===== src/rtl/wb_stream_pkg.sv =====
// Shared state encoding and protocol bytes for the byte-stream Wishbone master.
package wb_stream_pkg;

  typedef enum logic [2:0] {
    IDLE,
    ADDR,
    DATA,
    BUS,
    RESP,
    RDATA
  } state_e;

  localparam logic [7:0] CMD_WRITE = 8'h57;
  localparam logic [7:0] CMD_READ  = 8'h52;
  localparam logic [7:0] STAT_ACK  = 8'h06;
  localparam logic [7:0] STAT_NAK  = 8'h15;

endpackage


===== src/rtl/wb_stream_timeout.sv =====
// Bus-cycle watchdog: counts un-acked cycles and flags expiry at TIMEOUT-1.
module wb_stream_timeout #(
  parameter int unsigned TIMEOUT = 255
) (
  input  logic clk,
  input  logic rst,
  input  logic clr_i,
  input  logic en_i,
  output logic expired_o
);

  logic [15:0] cnt_q;

  assign expired_o = (cnt_q == 16'(TIMEOUT - 1));

  always_ff @(posedge clk) begin
    if (rst || clr_i) begin
      cnt_q <= '0;
    end else if (en_i && !expired_o) begin
      cnt_q <= cnt_q + 16'd1;
    end
  end

endmodule


===== src/rtl/wb_stream_master.sv =====
// Command-byte stream to classic Wishbone single-cycle master with status/read-data byte stream back.
module wb_stream_master
  import wb_stream_pkg::*;
#(
  parameter int unsigned ADDR_WIDTH   = 32,
  parameter int unsigned DATA_WIDTH   = 32,
  parameter int unsigned SELECT_WIDTH = DATA_WIDTH / 8,
  parameter int unsigned TIMEOUT      = 255
) (
  input  logic                    clk,
  input  logic                    rst,
  input  logic [7:0]              rx_data,
  input  logic                    rx_valid,
  output logic                    rx_ready,
  output logic [7:0]              tx_data,
  output logic                    tx_valid,
  input  logic                    tx_ready,
  output logic [ADDR_WIDTH-1:0]   adr_o,
  output logic [DATA_WIDTH-1:0]   dat_o,
  input  logic [DATA_WIDTH-1:0]   dat_i,
  output logic                    we_o,
  output logic [SELECT_WIDTH-1:0] sel_o,
  output logic                    stb_o,
  input  logic                    ack_i,
  output logic                    cyc_o,
  output logic                    busy
);

  localparam int unsigned NA = ADDR_WIDTH / 8;
  localparam int unsigned ND = DATA_WIDTH / 8;

  state_e                  state_q;
  logic [7:0]              cnt_q;
  logic                    we_q;
  logic                    cyc_q;
  logic [ADDR_WIDTH-1:0]   adr_q;
  logic [DATA_WIDTH-1:0]   dat_q;
  logic [DATA_WIDTH-1:0]   rd_q;
  logic [7:0]              tx_data_q;
  logic                    tx_valid_q;
  logic                    expired;

  wb_stream_timeout #(
    .TIMEOUT(TIMEOUT)
  ) u_timeout (
    .clk      (clk),
    .rst      (rst),
    .clr_i    (state_q != BUS),
    .en_i     ((state_q == BUS) && !ack_i),
    .expired_o(expired)
  );

  assign rx_ready = (state_q == IDLE) || (state_q == ADDR) || (state_q == DATA);
  assign busy     = (state_q != IDLE);
  assign cyc_o    = cyc_q;
  assign stb_o    = cyc_q;
  assign we_o     = cyc_q & we_q;
  assign sel_o    = cyc_q ? '1 : '0;
  assign adr_o    = adr_q;
  assign dat_o    = dat_q;
  assign tx_data  = tx_data_q;
  assign tx_valid = tx_valid_q;

  always_ff @(posedge clk) begin
    if (rst) begin
      state_q    <= IDLE;
      cnt_q      <= '0;
      we_q       <= 1'b0;
      cyc_q      <= 1'b0;
      adr_q      <= '0;
      dat_q      <= '0;
      rd_q       <= '0;
      tx_data_q  <= '0;
      tx_valid_q <= 1'b0;
    end else begin
      case (state_q)
        IDLE: begin
          if (rx_valid && (rx_data == CMD_WRITE || rx_data == CMD_READ)) begin
            we_q    <= (rx_data == CMD_WRITE);
            cnt_q   <= '0;
            state_q <= ADDR;
          end
        end
        ADDR: begin
          if (rx_valid) begin
            // little-endian: each new byte enters at the top and shifts down
            adr_q <= ADDR_WIDTH'({rx_data, adr_q} >> 8);
            if (cnt_q == 8'(NA - 1)) begin
              cnt_q <= '0;
              if (we_q) begin
                state_q <= DATA;
              end else begin
                cyc_q   <= 1'b1;
                state_q <= BUS;
              end
            end else begin
              cnt_q <= cnt_q + 8'd1;
            end
          end
        end
        DATA: begin
          if (rx_valid) begin
            dat_q <= DATA_WIDTH'({rx_data, dat_q} >> 8);
            if (cnt_q == 8'(ND - 1)) begin
              cnt_q   <= '0;
              cyc_q   <= 1'b1;
              state_q <= BUS;
            end else begin
              cnt_q <= cnt_q + 8'd1;
            end
          end
        end
        BUS: begin
          // ack wins over a same-cycle expiry
          if (ack_i) begin
            cyc_q      <= 1'b0;
            if (!we_q) rd_q <= dat_i;
            tx_data_q  <= STAT_ACK;
            tx_valid_q <= 1'b1;
            state_q    <= RESP;
          end else if (expired) begin
            cyc_q      <= 1'b0;
            tx_data_q  <= STAT_NAK;
            tx_valid_q <= 1'b1;
            state_q    <= RESP;
          end
        end
        RESP: begin
          if (tx_ready) begin
            if (!we_q && tx_data_q == STAT_ACK) begin
              tx_data_q <= rd_q[7:0];
              rd_q      <= DATA_WIDTH'(rd_q >> 8);
              cnt_q     <= '0;
              state_q   <= RDATA;
            end else begin
              tx_valid_q <= 1'b0;
              state_q    <= IDLE;
            end
          end
        end
        RDATA: begin
          if (tx_ready) begin
            if (cnt_q == 8'(ND - 1)) begin
              tx_valid_q <= 1'b0;
              state_q    <= IDLE;
            end else begin
              tx_data_q <= rd_q[7:0];
              rd_q      <= DATA_WIDTH'(rd_q >> 8);
              cnt_q     <= cnt_q + 8'd1;
            end
          end
        end
        default: begin
          cyc_q      <= 1'b0;
          tx_valid_q <= 1'b0;
          state_q    <= IDLE;
        end
      endcase
    end
  end

endmodule

===== config.mk =====
export PLATFORM = sky130hd
export DESIGN_NAME = wb_stream_master
export DESIGN_NICKNAME = d
export VERILOG_FILES = /design/src/rtl/wb_stream_pkg.sv /design/src/rtl/wb_stream_timeout.sv /design/src/rtl/wb_stream_master.sv
export SDC_FILE = /design/constraint.sdc
export NUM_CORES = 1
export LEC_CHECK = 0
export CAP_MARGIN = 25
export CORE_MARGIN = 1.5
export CORE_UTILIZATION = 45
export DETAILED_ROUTE_END_ITERATION = 16
export PLACE_DENSITY = 0.79
export RECOVER_POWER = 100
export SLEW_MARGIN = 20
export SYNTH_ARGS = -nofsm -noshare
export SYNTH_HDL_FRONTEND = slang
export SYNTH_SLANG_ARGS = --single-unit

===== constraint.sdc =====
create_clock -name clk -period 5.9 [get_ports clk]
set_input_delay 1.77 -clock clk [delete_from_list [all_inputs] [get_ports clk]]
set_output_delay 1.77 -clock clk [all_outputs]
set_load 0.02 [all_outputs]

# Yosys cells after proc, flatten, opt, wreduce, memory -nomap -nowiden
# Cells that the tools add are included.
[totals] output_inout_bits=82 elab_cells=120 latch_bits=0 reg_bits=134 memories=0 ramBits=0 romBits=0
[classes] n_addsub=2 multipliers=0 reduce_logical=27 magnitude_cmp=0 shifts=0 div=0 bitwise_logic=3 muxes=51 n_eq_ne=27
[op_table] op="$mux W32" n=6
[op_table] op="$mux W8" n=13
[op_table] op="$pmux W32 S3" n=1
[op_table] op="$mux W3" n=11
[op_table] op="$pmux W8 S4" n=1
[op_table] op="$pmux W8 S3" n=1
[op_table] op="$ne A2 B2 Y1 const B" n=11
[op_table] op="$reduce_and A7 Y1" n=3
[op_table] op="$pmux W3 S6" n=1
[op_table] op="$add A16 B1 Y16 const B" n=1
[op_table] op="$eq A16 B8 Y1 const B" n=1
[op_table] op="$eq A8 B7 Y1 const B" n=2
[op_table] op="$mux W1" n=14
[op_table] op="$reduce_and A6 Y1" n=2
[op_table] op="$reduce_and A9 Y1" n=1
[op_table] op="$add A8 B1 Y8 const B" n=1
[op_table] op="$eq A8 B2 Y1 const B" n=1
[op_table] op="$eq A8 B3 Y1 const B" n=1
[op_table] op="$ne A2 B1 Y1 const B" n=4
[op_table] op="$pmux W1 S4" n=2
[op_table] op="$eq A3 B2 Y1 const B" n=2
[op_table] op="$eq A3 B3 Y1 const B" n=2
[op_table] op="$ne A3 B2 Y1 const B" n=2
[op_table] op="$reduce_and A2 Y1" n=3
[op_table] op="other kinds (12)" n=23

# Logic depth before layout (Yosys ltp)
# Gate-level depths: netlist of run 1.
[depth] word_depth=5 depth_mapped=9 depth_no_buf=6

# By module
# Synthesis of run 1 repeated with hierarchy kept, for this count alone.
[unflattened] cells_unflattened=715 hier_area_um2=5659.2
[modules_own_cells] mod="wb_stream_master" instances=1 seq_area_each_um2=2362.3 area_each_um2=4798.4 cells_per_inst=617
[modules_own_cells] mod="wb_stream_timeout" instances=1 seq_area_each_um2=320.3 area_each_um2=860.8 cells_per_inst=98

# Least setup slack after synthesis of run 1
# No wires, ideal clock.
[synth_path] path_type="input to register" from="in rx_data[7]" to="reg cnt_q[2]" arrival_ns=3.170 n_path_buf=1 path_slack_ns=2.612 t_required_ns=5.783 stages=6 path_cell_list="or3b_2 -> o21ai_0 -> and3_1 -> clkbuf_1 -> o211ai_1 -> a32o_1"
[synth_between] elab_chain_len=5
[synth_lines] item="start: declaration" line_no="wb_stream_master.sv:12" source="input logic [7:0] rx_data,"
[synth_lines] item="$eq A8 B7 Y1" line_no="wb_stream_master.sv:78" source="if (rx_valid && (rx_data == CMD_WRITE || rx_data == CMD_READ)) begin"
[synth_lines] item="$logic_or A1 B1 Y1 *" line_no="wb_stream_master.sv:78"
[synth_lines] item="$logic_and A1 B1 Y1 *" line_no="wb_stream_master.sv:78"
[synth_lines] item="$ne A2 B1 Y1 (no line) *"
[synth_lines] item="$reduce_and A7 Y1 (no line) *"
[synth_lines] item="end signal: assignment" line_no="wb_stream_master.sv:97" source="cnt_q <= cnt_q + 8'd1;"
[synth_lines] item="end signal: assignment" line_no="wb_stream_master.sv:109" source="cnt_q <= cnt_q + 8'd1;"
[synth_lines] item="end signal: assignment" line_no="wb_stream_master.sv:149" source="cnt_q <= cnt_q + 8'd1;"
[synth_lines] item="end: declaration" line_no="wb_stream_master.sv:33" source="logic [7:0] cnt_q;"
# Every way passes the cells marked *; elsewhere a longest branch is shown, timed or not.
# A chain may end at the register's enable or synchronous reset.

# Final worst setup path of run 1
[layout_path] from="in ack_i" to="reg rd_q[12]"
[layout_between] elab_chain_len=2
[layout_lines] item="start: declaration" line_no="wb_stream_master.sv:24" source="input logic ack_i,"
[layout_lines] item="$ne A2 B2 Y1 (no line)"
[layout_lines] item="$reduce_and A7 Y1 (no line)"
[layout_lines] item="end signal: assignment" line_no="wb_stream_master.sv:117" source="if (!we_q) rd_q <= dat_i;"
[layout_lines] item="end signal: assignment" line_no="wb_stream_master.sv:132" source="rd_q <= DATA_WIDTH'(rd_q >> 8);"
[layout_lines] item="end signal: assignment" line_no="wb_stream_master.sv:148" source="rd_q <= DATA_WIDTH'(rd_q >> 8);"
[layout_lines] item="end: declaration" line_no="wb_stream_master.sv:38" source="logic [DATA_WIDTH-1:0] rd_q;"
# No other way between the ends.

==> results of run 1 <==
## registers in the layout, indices dropped and copies added, names as in the netlist
| signal | count |
|---|---|
| tx_data | 8 |
| we_q | 1 |
| cyc_o | 1 |
| state_q | 3 |
| tx_valid | 1 |
| cnt_q | 8 |
| dat_o | 32 |
| adr_o | 32 |
| rd_q | 32 |
| u_timeout.cnt_q | 16 |
## synth_stat cells, drive strengths merged (4+ instances only)
master	instances	area, sq um
a21oi	86	430
a311oi	26	228
a32o	5	50.1
and2	6	37.5
and3	10	67.6
buf	19	110
clkbuf	42	158
dfxtp	134	2680
inv	6	22.5
nand2	185	694
nand2b	4	25.0
nand3	19	95.1
nand4	6	37.5
nor2	47	176
nor3	5	25.0
nor3b	6	50.1
nor4	4	31.3
nor4b	4	41.3
o2111ai	5	43.8
o211ai	5	37.5
o21ai	24	120
o311ai	8	70.1
xnor2	4	35.0
xor2	10	87.6
## cell families after synthesis
kind of cell / share of synthesized area (%)
xor+xnor: 2.14
fa+ha+maj: 0.656
buf+inv: 5.08
compound gates: 20.5
flops: 46.9
simple gates: 24.7
## stage by stage
| stage | hold WS (ns) | cell area, sq um | setup WS [ns] | std cells |
|---|---|---|---|---|
| floorplan | 0.447 | 5720 | 2.61 | 714 |
| global placement | 0.441 | 6980 | 1.80 | 952 |
| detailed placement | 0.446 | 7000 | 1.67 | 953 |
| CTS | 0.453 | 7580 | 2.01 | 985 |
| global route | 0.464 | 7610 | 1.38 | 988 |
| finish | 0.449 | 7610 | 1.57 | 988 |
## power by group
part           total [mW]  switching, mW  internal [mW]  leakage (nW)
clock network        1.03          0.387          0.642         0.282
logic               0.107         0.0587         0.0483          1.40
registers           0.916        0.00689          0.909          1.08
total                2.05          0.453           1.60          2.76
## worst min-delay path, stage by stage (launching register included)
cell and delay, ns:
dfxtp_1 0.30, nand2_1 0.05, a21oi_1 0.05
## metal layers
layer  GRT usage [%]  vias to the layer above  share of wire, %
li1                -                     2697                 -
met1            26.8                     2519                45
met2            34.1                      177                49
met3            4.45                       24               4.3
met4            10.2                        0               2.1
met5               0                        -                 0
## cell type report
cell class	instances	area, sq um	share of cell area [%]
clock buffers	20	457	6.00
clock inverters	12	129	1.69
inverters	6	22.5	0.296
multi-input cells	513	2760	36.3
flip-flops and latches	134	2680	35.2
well taps	168	210	2.76
repair buffers	135	1350	17.7
## how the worst max path moves through the flow
stage / cells after the start / slack, ns / end / start
final: 6 / 1.57 / rd_q[12] / ack_i
after floorplan: 6 / 2.61 / cnt_q[2] / rx_data[7]
after global placement: 6 / 1.80 / rd_q[9] / ack_i
after CTS: 3 / 2.01 / busy / state_q[2]
after global routing: 6 / 1.38 / rd_q[19] / ack_i
after detailed placement: 6 / 1.67 / rd_q[20] / ack_i
==> reports/results.tsv, run 1 <==
metric	value	unit
worst_pin_slew	1.91	ns
grt_max_degree	112	
antenna_found_initial	0	
ctsHoldBuffers	0	
synthArstFlopShare	0	%
syn_area	0.00572	sq mm
hp-class	flop to flop	
layout_common_cells	185 x nand2_1, 134 x dfxtp_1, 86 x a21oi_1	
grt_pass1_vias	4809	
drv_slew	33	
critPathTopFamily	compound AO/OA/AOI/OAI gates	
cp_cell_sequence	dlygate4sd3_1 > a32oi_1 > a31oi_4 > clkbuf_1 > nor2_1 > a311oi_1	
maxCapViolCount	1	
grt_pass1_wl	22.5	mm
cp-end-kind	flop	
die-area	0.0134	sq mm
timing_hold_violations_final	0	
vdd_drop_max	186	uV
post-route-period-util	73.5	%
avgSynthCellArea	8.01	sq um
yosys_warnings	0	
total_power	2.05	mW
h-tree-depth	4	
cts_buffers	17	
clockBufferDepth	2	
coreArea	0.0122	sq mm
synth_ff_type	dfxtp_1	
gr-total-overflow	0	
drt_iter0_drc	470	
cp_max_fo	33	
nFillCells	1090	
setup_tns	0	ns
start_kind	input port	
dp_hpwl	9.61	mm
cts_resized	0	
ios	127	
pwr_density_cell	270	mW/mm^2
clock_latency	0.42	ns
wl_per_cell	14.4	microns
post-route-util	62.4	%
synthCells	714	
arrival	4.66	ns
crit_slowest_cell	a31oi_4	
finalSetupViolCount	0	
p_leak	2.76	nW
synth_cell_types	59	
r2r.worst_path.cells	6	
drc	0	
worstHoldEndpoint	dat_o[3]	
ys_seq_elements	134	
cts_setup_buffers	0	
finalClockSkew	0.00937	ns
synth_edf_count	0	
critical_path_class	input port to flop	
fin_crit	4.33	ns
final_nets	855	
die_y	116	microns
status	finished with violations	
initial_core_util	46.8	%
yosysSeqAreaShare	46.9	%
fmax	231	MHz
slowest_delay	0.79	ns
worstHoldStart	dat_o[3]	
grt.total_usage	21.0	%
slew_headroom	-27.9	%
rsz0062_at_grt	no	
gp_congestion	0.830	
fp.dieW	116	microns
min_path_cells	2	
clkSlewWorstSetupHoldPaths	0.06	ns
path_buf_inv	2	
reg2reg_to	rd_q[12]	
routed_wl	14.2	mm
cts_tree	yes	
worstPathRequired	6.22	ns
synth_nets	762	
io_buffers	126	
root_buffer	clkbuf_16	
num_antenna_cells	0	
areaGrowthSynthToFinish	33.1	%
clock_sinks	134	
violations	max-capacitance violations, max-slew violations	
final_common_cell	nand2_1	
r2r_start	state_q[0]	
drive_gt1_share	5.73	%
vias_per_cell	5.48	
drtPass1Iterations	5	
r2r_setup_slack	2.51	ns
ant_nets	0	
dr_total_vias	5417	
num_rows	40	
No activity file was read; power rests on OpenSTA's default activity.
==> run 2: changes to the inputs <==
--- a/config.mk
+++ b/config.mk
@@ -9,7 +9,7 @@
 export CORE_MARGIN = 1.5
 export CORE_UTILIZATION = 45
 export DETAILED_ROUTE_END_ITERATION = 16
-export PLACE_DENSITY = 0.79
+export PLACE_DENSITY = 0.82
 export RECOVER_POWER = 100
 export SLEW_MARGIN = 20
 export SYNTH_ARGS = -nofsm -noshare
==> constraint.sdc (replaced) <==
create_clock -name clk -period 3.75 [get_ports clk]
set_input_delay 1.125 -clock clk [delete_from_list [all_inputs] [get_ports clk]]
set_output_delay 1.125 -clock clk [all_outputs]
set_load 0.02 [all_outputs]
==> run 2 against run 1 <==
Core utilization barely moved. Routed wire length fell by 0.17%. Worst setup slack got worse by 1.1 ns. Register-to-register slack got worse by 1.6 ns. Count of clock-buffer cells in the layout rose by 5. Critical path depth fell by 3. Combinational power rose by 62%. The flow now finishes without violations.
==> reports/results.tsv, run 2 (synthesis gave the netlist of run 1 again) <==
metric	value	unit	change
h-tree-depth	4		unchanged
fin_crit	3.33	ns	
finalClockSkew	0.00667	ns	-0.00270 ns
clockBufferDepth	2		unchanged
start_kind	flop		
setup_tns	0	ns	unchanged
gp_congestion	0.854		+2.8%
worstPathRequired	2.62	ns	-3.60 ns
worstHoldEndpoint	dat_o[1]		
hp-class	flop to flop		
gr-total-overflow	0		unchanged
ctsHoldBuffers	0		unchanged
wl_per_cell	14.3	microns	-0.27%
slew_headroom	8.30	%	+36 points
io_buffers	126		unchanged
dp_hpwl	9.17	mm	-4.6%
grt.total_usage	21.7	%	+0.63 points
fp.dieW	116	microns	unchanged
worstHoldStart	dat_o[1]		
num_rows	40		unchanged
fmax	300	MHz	
root_buffer	clkbuf_16		
final_nets	859		+0.47%
cp-end-kind	output port		
layout_common_cells	185 x nand2_1, 134 x dfxtp_1, 86 x a21oi_1		
cts_setup_buffers	0		unchanged
grt_max_degree	112		unchanged
final_common_cell	nand2_1		
hold_ws	0.447	ns	-0.00189 ns
die-area	0.0134	sq mm	unchanged
r2r_setup_slack	0.91	ns	-1.60 ns
routed_wl	14.2	mm	-0.17%
maxCapViolCount	0		-1
p_sw	0.674	mW	+49%
vias_per_cell	5.41		-1.4%
die_y	116	microns	unchanged
grt_pass1_vias	4782		-0.56%
timing_hold_violations_final	0		unchanged
clkPwrFrac	50.7	%	+0.5 points
drv_slew	0		-100%
swShare	20.7	%	-1.4 points
pwr_density_cell	429	mW/mm^2	+59%
clock_sinks	134		unchanged
dr_total_vias	5349		-1.3%
vdd_drop_max	278	uV	+50%
p_comb_share	5.3	%	about the same
drt_iter0_drc	461		-1.9%
initial_core_util	46.8	%	unchanged
coreArea	0.0122	sq mm	unchanged
internal_power	2.59	mW	+62%
arrival	2.21	ns	-2.45 ns
drc	0		unchanged
r2r.worst_path.cells	7		+1
antenna_found_initial	1		+1
critical_path_class	flop to output port		
clock_latency	0.42	ns	about the same
reg2reg_to	rd_q[1]		
drive_gt1_share	5.49	%	-0.24 points
status	complete, no violations		
stdcell_count	989		+0.10%
r2r_start	state_q[2]		
p_leak	2.77	nW	+0.34%
ios	127		unchanged
post-route-period-util	88.8	%	
cp_max_fo	17		-48%
cts_tree	yes		
worst_pin_slew	1.38	ns	-0.536 ns
place_inst	960		+0.73%
seq_power_share	44.0	%	-0.6 points
cts_resized	0		unchanged
drtPass1Iterations	5		unchanged
ant_nets	0		unchanged
rsz0062_at_grt	no		
min_path_cells	2		unchanged
cts_buffers	17		unchanged
clkSlewWorstSetupHoldPaths	0.05	ns	about the same
grt_pass1_wl	23.0	mm	+2.6%
areaGrowthSynthToFinish	33.1	%	about the same
finalSetupViolCount	0		unchanged
run 2: stage by stage:
step / utilization, % / total power, mW / setup WS [ns] / area (sq um)
2_1_floorplan: - / 1.55 / 1.11 / 5720
3_3_place_gp: 57.7 / 1.64 / 0.394 / 7050
3_5_place_dp: 57.7 / 1.64 / 0.369 / 7050
4_1_cts: 62.6 / 3.29 / 0.541 / 7640
5_1_grt: 62.3 / 3.36 / 0.244 / 7610
6_report: 62.3 / 3.27 / 0.420 / 7610
run 2: layer usage:
layer  GRT usage [%]  vias up  wire length [microns]
met5               0        -                      0
li1                -     2700                      -
met1            28.1     2481                   6430
met4            8.86        0                    310
met3            5.81       25                    656
met2            34.4      143                   6760
run 2: worst max-delay path, stage by stage (launching register included):
cell	delay (ns)
dfxtp_1	0.47
nor3_1	0.49
inv_1	0.12
dlygate4sd3_1	0.70
run 2: layout make-up:
type,instances,area (sq um)
diodes,1,2.50
flip-flops and latches,134,2680
clock buffers,25,526
multi-input cells,513,2770
well taps,168,210
repair buffers,139,1340
fillers,1095,4600
clock inverters,3,65.1
inverters,6,22.5
run 2: worst max-delay path by stage:
stage	end	slack, ns	depth (start not counted)	startpoint
finish	busy	0.42	3	state_q[2]
global route	busy	0.24	3	state_q[2]
CTS	busy	0.54	3	state_q[2]
detailed placement	cnt_q[7]	0.37	6	rx_data[1]
global placement	cnt_q[5]	0.39	6	rx_data[7]
floorplan	cnt_q[2]	1.11	6	rx_data[7]
run 2: power by group through the flow:
| stage | clock network (mW) | registers (mW) | logic (mW) |
|---|---|---|---|
| 4_1_cts | 1.68 | 1.44 | 0.175 |
| 2_1_floorplan | 0 | 1.47 | 0.0848 |
| 3_5_place_dp | 0 | 1.47 | 0.174 |
| 5_1_grt | 1.73 | 1.44 | 0.189 |
| 6_report | 1.66 | 1.44 | 0.173 |
| 3_3_place_gp | 0 | 1.47 | 0.173 |
==> run 3: changes to the inputs <==
==> constraint.sdc (replaced) <==
create_clock -name clk -period 2.8 [get_ports clk]
set_input_delay 0.84 -clock clk [delete_from_list [all_inputs] [get_ports clk]]
set_output_delay 0.84 -clock clk [all_outputs]
set_load 0.02 [all_outputs]
==> run 3 against run 2 <==
Clock power up 35%. Core utilization up 1.4 points. Global-route usage about the same. Hold slack better by 0.0023 ns. Via count up 2.6%. Combinational power up 44%. Critical endpoint is now rx_ready. Largest cell class unchanged. Highest routed layer unchanged.
==> reports/results.tsv, run 3 (synthesis gave the netlist of run 1 again) <==
metric	value	unit	change
antenna_found_initial	0		-1
pre_cts_ws	-0.150	ns	-0.519 ns
layout_common_cells	185 x nand2_1, 134 x dfxtp_1, 86 x a21oi_1		
slew_headroom	50.7	%	+42 points
timing_hold_violations_final	0		unchanged
grt.total_usage	21.7	%	about the same
ant_nets	0		unchanged
crit_slowest_cell	dlygate4sd3_1		
num_antenna_cells	0		-1
grt_pass1_wl	23.1	mm	about the same
worst_pin_slew	0.732	ns	-0.643 ns
critPathTopFamily	buffers and inverters		
nFillCells	1069		-2.4%
h-tree-depth	4		unchanged
drt_iter0_drc	462		+0.22%
pwr_density_cell	568	mW/mm^2	+32%
drc	0		unchanged
post-route-util	63.7	%	+1.4 points
fp.dieW	116	microns	unchanged
drive_gt1_share	8.18	%	+2.7 points
ctsHoldBuffers	0		unchanged
cts_tree	yes		
fin_crit	2.65	ns	
fin_ws	0.148	ns	-0.271 ns
fmax	377	MHz	
cp-end-kind	output port		
dpl_cell_area	0.00720	sq mm	+2.1%
path_buf_inv	2		unchanged
gp_congestion	0.882		+3.3%
vias_per_cell	5.42		+0.25%
cts_buffers	17		unchanged
post-route-period-util	94.7	%	
rsz0062_at_grt	no		
grt_pass1_vias	4904		+2.6%
grt_max_degree	66		-41%
final_common_cell	nand2_1		
die-area	0.0134	sq mm	unchanged
root_buffer	clkbuf_16		
io_buffers	126		unchanged
dr_total_vias	5487		+2.6%
ios	127		unchanged
finalSetupViolCount	0		unchanged
clkSlewWorstSetupHoldPaths	0.06	ns	about the same
arrival	1.81	ns	-0.40 ns
cp_cell_sequence	buf_4 > a21oi_1 > dlygate4sd3_1		
num_rows	40		unchanged
clock_latency	0.42	ns	about the same
hp-class	flop to flop		
areaGrowthSynthToFinish	36.1	%	
clock_sinks	134		unchanged
dp_hpwl	9.48	mm	+3.3%
die_y	116	microns	unchanged
slowest_delay	0.71	ns	about the same
critical_path_class	flop to output port		
coreArea	0.0122	sq mm	unchanged
initial_core_util	46.8	%	unchanged
drv_slew	0		unchanged
status	complete, no violations		
maxCapViolCount	0		unchanged
routed_wl	14.3	mm	+0.76%
final_nets	879		+2.3%
finalClockSkew	0.00654	ns	-0.000129 ns
wl_per_cell	14.1	microns	-1.5%
vdd_drop_max	381	uV	+37%
cp_max_fo	19		+2
total_power	4.42	mW	+35%
p_leak	2.86	nW	+3.5%
worstPathRequired	1.96	ns	-0.66 ns
clockBufferDepth	2		unchanged
start_kind	flop		
fin_area	0.00778	sq mm	+2.3%
gr-total-overflow	0		unchanged
drtPass1Iterations	5		unchanged
run 3: cell types whose count changed in the layout (fill, tap and decap cells not counted), moves of 2 or more:
cell	delta
dlygate4sd3_1	-3
buf_4	+20
clkdlybuf4s50_1	+3
clkinvlp_4	+2
clkbuf_4	+2
run 3: final cells by class:
class / count / area (sq um) / share of cell area, %
inverters: 6 / 22.5 / 0.289
repair buffers: 159 / 1490 / 19.1
well taps: 168 / 210 / 2.70
multi-input cells: 513 / 2770 / 35.6
flip-flops and latches: 134 / 2680 / 34.5
clock inverters: 6 / 88.8 / 1.14
clock buffers: 26 / 519 / 6.67
run 3: where the power goes:
part           internal, mW  leakage, nW  switching (mW)
Sequential             1.92         1.08         0.00640
Clock                  1.45        0.293           0.792
Combinational         0.114         1.49           0.136
run 3: worst reg2reg max path: stages, from the launching register on:
cell      delay (ns)
dfxtp_1         0.33
ha_1            0.24
nor4b_1         0.16
clkbuf_1        0.13
a21bo_1         0.28
and3_4          0.29
or3_1           0.52
o41ai_1         0.36
run 3: what timing repair did:
| action | 4_1_cts | 5_1_grt |
|---|---|---|
| gates resized for setup | 0 | 1 |
| setup endpoints to repair | 0 | 1 |
| setup buffers | 0 | 0 |
run 3: worst paths after layout:
check | startpoint | end | slack, ns | cells after the start
setup reg to reg | cnt_q[0] | tx_data[0] | 0.39 | 7
hold / removal | dat_o[6] | dat_o[6] | 0.45 | 2
hold reg to reg | dat_o[6] | dat_o[6] | 0.45 | 2
setup / recovery | state_q[1] | rx_ready | 0.15 | 3
run 3: layer usage:
metal / share of wire, % / track usage, % / vias up
li1: - / - / 2738
met5: 0 / 0 / -
met2: 49 / 35.1 / 160
met1: 44 / 27.4 / 2564
met3: 5.2 / 5.54 / 25
met4: 2.2 / 9.84 / 0
run 3: stage by stage:
step | TNS [ns] | cells | hold WS, ns
after CTS | 0 | 1012 | 0.454
after detailed placement | -0.793 | 980 | 0.446
after floorplan | 0 | 714 | 0.447
after global placement | -0.399 | 980 | 0.442
final | 0 | 1012 | 0.449
after global routing | 0 | 1012 | 0.466
